<file path="src/rtl/core_pkg.sv">
// Shared RV32I core definitions: branch funct3 encodings, PC FSM states, reset PC.
package core_pkg;

  localparam int unsigned XLEN = 32;

  localparam logic [2:0] F3_BEQ  = 3'b000;
  localparam logic [2:0] F3_BNE  = 3'b001;
  localparam logic [2:0] F3_BLT  = 3'b100;
  localparam logic [2:0] F3_BGE  = 3'b101;
  localparam logic [2:0] F3_BLTU = 3'b110;
  localparam logic [2:0] F3_BGEU = 3'b111;

  localparam logic [XLEN-1:0] DEFAULT_RESET_PC = 32'h0000_0000;

  typedef enum logic [1:0] {
    BOOT = 2'd0,
    RUN  = 2'd1,
    HALT = 2'd2
  } pc_state_t;

endpackage

</file>
<file path="src/rtl/branch_cond_eval.sv">
// Decodes a branch funct3 into the comparator's unsigned select and
// turns the comparator's eq/lt results into a branch condition.
module branch_cond_eval
  import core_pkg::*;
(
  input  logic       is_branch_i,
  input  logic [2:0] funct3_i,
  input  logic       br_eq_i,
  input  logic       br_lt_i,
  output logic       cond_o,
  output logic       br_un_o,
  output logic       illegal_o
);

  always_comb begin
    cond_o    = 1'b0;
    illegal_o = 1'b0;
    case (funct3_i)
      F3_BEQ:  cond_o = br_eq_i;
      F3_BNE:  cond_o = !br_eq_i;
      F3_BLT:  cond_o = br_lt_i;
      F3_BGE:  cond_o = !br_lt_i;
      F3_BLTU: cond_o = br_lt_i;
      F3_BGEU: cond_o = !br_lt_i;
      // 010/011 are reserved encodings: never taken
      default: illegal_o = is_branch_i;
    endcase
  end

  assign br_un_o = is_branch_i && ((funct3_i == F3_BLTU) || (funct3_i == F3_BGEU));

endmodule

</file>
<file path="src/rtl/branch_pc_unit.sv">
// Architectural PC register with branch/JAL/JALR target selection,
// misaligned-target HALT trap and branch performance counters.
module branch_pc_unit
  import core_pkg::*;
#(
  parameter logic [31:0] RESET_PC = DEFAULT_RESET_PC,
  parameter int unsigned CNT_W    = 32
) (
  input  logic             clk,
  input  logic             rst_n,
  input  logic             inst_valid,
  input  logic             stall,
  input  logic             is_branch,
  input  logic             is_jal,
  input  logic             is_jalr,
  input  logic [2:0]       funct3,
  input  logic [31:0]      imm,
  input  logic [31:0]      rs1_data,
  input  logic             BrEq,
  input  logic             BrLt,
  input  logic             resume,
  output logic             BrUn,
  output logic [31:0]      pc,
  output logic [31:0]      pc_plus4,
  output logic [31:0]      pc_next,
  output logic             taken,
  output logic             flush,
  output logic             halted,
  output logic             misalign,
  output logic             illegal_br,
  output logic [CNT_W-1:0] br_cnt,
  output logic [CNT_W-1:0] br_taken_cnt
);

  pc_state_t        state_q, state_d;
  logic [31:0]      pc_q, pc_d;
  logic             flush_q, flush_d;
  logic             misalign_q, misalign_d;
  logic [CNT_W-1:0] br_cnt_q, br_cnt_d;
  logic [CNT_W-1:0] tk_cnt_q, tk_cnt_d;

  logic        cond;
  logic [31:0] target;
  logic        retire;
  logic        target_misaligned;

  branch_cond_eval u_cond (
    .is_branch_i (is_branch),
    .funct3_i    (funct3),
    .br_eq_i     (BrEq),
    .br_lt_i     (BrLt),
    .cond_o      (cond),
    .br_un_o     (BrUn),
    .illegal_o   (illegal_br)
  );

  // Target select: JALR outranks JAL/branch, which share pc + imm
  always_comb begin
    pc_plus4          = pc_q + 32'd4;
    taken             = (is_branch && cond) || is_jal || is_jalr;
    target            = is_jalr ? ((rs1_data + imm) & ~32'h1) : (pc_q + imm);
    pc_next           = taken ? target : pc_plus4;
    retire            = (state_q == RUN) && inst_valid && !stall;
    target_misaligned = taken && (target[1:0] != 2'b00);
  end

  always_comb begin
    state_d    = state_q;
    pc_d       = pc_q;
    flush_d    = 1'b0;
    misalign_d = 1'b0;
    br_cnt_d   = br_cnt_q;
    tk_cnt_d   = tk_cnt_q;
    case (state_q)
      BOOT: state_d = RUN;
      RUN: begin
        if (retire) begin
          if (is_branch) begin
            br_cnt_d = br_cnt_q + CNT_W'(1);
            if (taken) tk_cnt_d = tk_cnt_q + CNT_W'(1);
          end
          // A misaligned target traps without touching pc
          if (target_misaligned) begin
            state_d    = HALT;
            misalign_d = 1'b1;
          end else begin
            pc_d    = pc_next;
            flush_d = taken;
          end
        end
      end
      HALT: begin
        if (resume) begin
          state_d = RUN;
          pc_d    = pc_plus4;
        end
      end
      default: state_d = BOOT;
    endcase
  end

  always_ff @(posedge clk or negedge rst_n) begin
    if (!rst_n) begin
      state_q    <= BOOT;
      pc_q       <= RESET_PC;
      flush_q    <= 1'b0;
      misalign_q <= 1'b0;
      br_cnt_q   <= '0;
      tk_cnt_q   <= '0;
    end else begin
      state_q    <= state_d;
      pc_q       <= pc_d;
      flush_q    <= flush_d;
      misalign_q <= misalign_d;
      br_cnt_q   <= br_cnt_d;
      tk_cnt_q   <= tk_cnt_d;
    end
  end

  assign pc           = pc_q;
  assign flush        = flush_q;
  assign misalign     = misalign_q;
  assign halted       = (state_q == HALT);
  assign br_cnt       = br_cnt_q;
  assign br_taken_cnt = tk_cnt_q;

endmodule

</file>
<file path="config.mk">
export PLATFORM = sky130hd
export DESIGN_NAME = branch_pc_unit
export DESIGN_NICKNAME = d
export VERILOG_FILES = /design/src/rtl/core_pkg.sv /design/src/rtl/branch_cond_eval.sv /design/src/rtl/branch_pc_unit.sv
export SDC_FILE = /design/constraint.sdc
export NUM_CORES = 1
export LEC_CHECK = 0
export CAP_MARGIN = 20
export CORE_AREA = 4 4 141 143
export CTS_CLUSTER_DIAMETER = 200
export DETAILED_ROUTE_END_ITERATION = 16
export DIE_AREA = 0 0 145 147
export GPL_TIMING_DRIVEN = 0
export PLACE_DENSITY = 0.89
export SETUP_SLACK_MARGIN = 0.5
export SYNTH_ARGS = -nofsm -noshare
export SYNTH_HDL_FRONTEND = slang
export SYNTH_SLANG_ARGS = --single-unit
export TNS_END_PERCENT = 30
</file>
<file path="constraint.sdc">
create_clock -name clk -period 7.3 [get_ports clk]
set_clock_uncertainty 0.1 [all_clocks]
set_input_delay 1.46 -clock clk [delete_from_list [all_inputs] [get_ports clk]]
set_output_delay 1.46 -clock clk [all_outputs]
set_load 0.005 [all_outputs]
</file>
==> out/results.ini <==
[clock_network]
cts_buffers=9
cts_root_buf=clkbuf_16
htreeDepth=3
hold_buffers=0
clock_sinks=100
clk_path_buf_depth=2
clk-insertion-delay-late_ns=0.34
cts_tree=built
path_clk_slew_ns=0.07

[power_and_ir_drop]
vdd_drop_max_uv=228
p_leak_nw=5.32
power.density_mw_per_mm2=301

[run]
maxCapViolations=0

[logic_synthesis]
synth_area_per_cell_um2=7.95
synth_edf_count=0
syn-cell-area_mm2=0.00924
ys_ff_latch=100
yosysWarnings=0
synth_flop_cell=dfrtp_1
synthCells=1163
synthArstFlopShare=1.00
synth_cell_type_count=71
synth_top_area_frac=0.271
seq_area_frac_synth=0.271
synth_top_area_cell=dfrtp_1
yosys-top-cells-area=dfrtp_1, ha_1, xnor2_1, a21oi_1, xor2_1
synth_nets=1306

[sta]
setup_violations=0
worst_slew_margin_rel=0.415
period_share=0.935
holdWs_ns=0.374
hold_viol=0
worstMarginPinSlew_ns=0.877
fin_ws_ns=0.474
fmax_ghz=0.146
rsz0062_at_grt=true
post-route-min-period_ns=6.83
maxSlewViolCount=0
totalNegativeSetupSlack_ns=0

[setup_path]
critPathLaunchType=primary input
reg2reg_depth=9
path_cells=clkdlybuf4s50_1 -> ha_1 -> a21oi_1 -> a2111oi_2 -> o311ai_1 -> a41oi_1 -> o21a_1 -> nor2_1 -> xnor2_1 -> a21oi_1 -> o21ai_0 -> clkdlybuf4s50_1
crit_slowest_cell=o311ai_1
r2r-start=pc[0]
arrival_ns=5.27
path_buf_inv=2
crit_required_ns=5.74
crit_family=compound AO/OA/AOI/OAI gates
r2r_slack_ns=3.82
cp_max_fo=4
slowest_delay_ns=0.64
r2r_end=pc[21]
worstSetupPathType=primary input to primary output
end_kind=primary output

[floorplan]
dieArea_mm2=0.0213
die_y_um=147
core_mm2=0.0186
die_x_um=145
fp-row-count=50
start_util=0.497
io_pins=243

[placement]
place_ws_ns=0.0597
gp_congestion=0.993
dp_hpwl_um=27800
portBuffers=241

[global_routing]
track_usage=0.317
grt_pass1_vias=9800
grt_max_degree=61
gr-total-overflow=0
grt_pass1_wl_um=54400
antenna_found_initial=0

[finish]
area_delta_synth_final_pct=34.0
nNetsFinal=1565
drive_gt1_frac=0.0512
seq_area_mm2=0.00250
n_fill_cell=1539
multi_input_area_mm2=0.00647

[routing]
wl_um=35200
vias_per_cell=6.14
num_vias=10200
dr.pass1.iters=5
drt_iter0_drc=1000
drc_errors=0
ant_nets=0
wl_per_cell_um=21.2

[min_path]
hold_start=br_taken_cnt[31]
holdPathStages=1
hp-class=register to register
holdPathEnd=br_taken_cnt[31]

[outcome]
status=finished clean

[cell usage in the layout, fill, tap and decap left out, drive strengths merged, types with 54 or more instances in the layout]
cell type      netlist  final
xor2                55     55
o21ai               69     69
clkbuf              45     54
nand2              124    124
nor2                97     97
ha                  64     64
a21oi              114    114
xnor2               87     87
dfrtp              100    100
clkdlybuf4s50        0    240
[worst max path at each step]
| stage | cells past startpoint | startpoint | slack [ns] | end |
|---|---|---|---|---|
| after global routing | 12 | imm[16] | 0.41 | pc_next[31] |
| after detailed placement | 12 | imm[7] | 0.06 | pc_next[25] |
| after floorplan | 12 | imm[0] | 2.14 | pc_next[28] |
| after CTS | 11 | imm[2] | 0.46 | pc_next[31] |
| after global placement | 12 | imm[8] | 0.05 | pc_next[25] |
| final | 12 | imm[2] | 0.47 | pc_next[25] |
[sequential cells by signal (all words and copies together), names as in the netlist]
| name | cells |
|---|---|
| state_q | 2 |
| flush | 1 |
| pc | 32 |
| misalign | 1 |
| br_taken_cnt | 32 |
| br_cnt | 32 |
[layout make-up]
| class | count | share of cell area |
|---|---|---|
| antenna | 1 | 0.000202 |
| buffer | 53 | 0.0171 |
| clock buffer | 9 | 0.0182 |
| clock inverter | 7 | 0.00485 |
| inverter | 39 | 0.0118 |
| multi-input combinational | 971 | 0.522 |
| sequential | 100 | 0.202 |
| tap | 234 | 0.0236 |
| timing repair buffer | 248 | 0.200 |
[power by group]
part	total (mW)	switching, mW	leakage [nW]	internal, mW
clock network	0.468	0.231	0.142	0.237
logic	2.37	1.24	3.88	1.14
registers	0.886	0.226	1.30	0.660
total	3.73	1.69	5.32	2.04
[cells by family after synthesis]
kind of cell	Yosys count	synth area share
multiplexers	15	0.0175
flip-flops	100	0.271
adder cells (fa/ha/maj)	66	0.0910
AND/OR/NAND/NOR	421	0.221
buffers and inverters	92	0.0387
XOR/XNOR	142	0.135
AO/OA/AOI/OAI	327	0.227
[per-stage QoR]
step           power, mW   util  instance area, um2  std cells
2_1_floorplan       2.08      -                9240       1163
3_3_place_gp        3.11  0.643               11900       1638
3_5_place_dp        3.15  0.644               12000       1639
4_1_cts             3.65  0.662               12300       1659
5_1_grt             3.95  0.666               12400       1661
6_report            3.73  0.667               12400       1662
[layer usage]
metal | vias up | part of all wire | global-route usage
met3 | 79 | 0.086 | 0.0549
met2 | 554 | 0.46 | 0.521
li1 | 4715 | - | -
met5 | - | 0 | 0
met4 | 0 | 0.034 | 0.103
met1 | 4857 | 0.42 | 0.426
[Yosys cell counts, types with 10 or more instances]
master / instances
a211oi_1: 13
a21o_1: 35
a21oi_1: 113
a31oi_1: 13
and2_1: 11
and3_1: 33
clkbuf_1: 45
dfrtp_1: 100
ha_1: 64
inv_1: 39
nand2_1: 124
nand2b_1: 15
nand3_1: 52
nand4_1: 32
nor2_1: 96
nor3_1: 18
o211ai_1: 10
o21ai_0: 67
or3_1: 10
xnor2_1: 87
xor2_1: 55
[what timing repair did]
action | 4_1_cts | 5_1_grt
endpoints found under the setup margin | 12 | 12
setup buffers | 4 | 1
gates resized for setup | 8 | 12
hold endpoints to repair | 0 | 0
pin swaps | 2 | 3
Note: power is estimated with default switching activity, not from simulation.
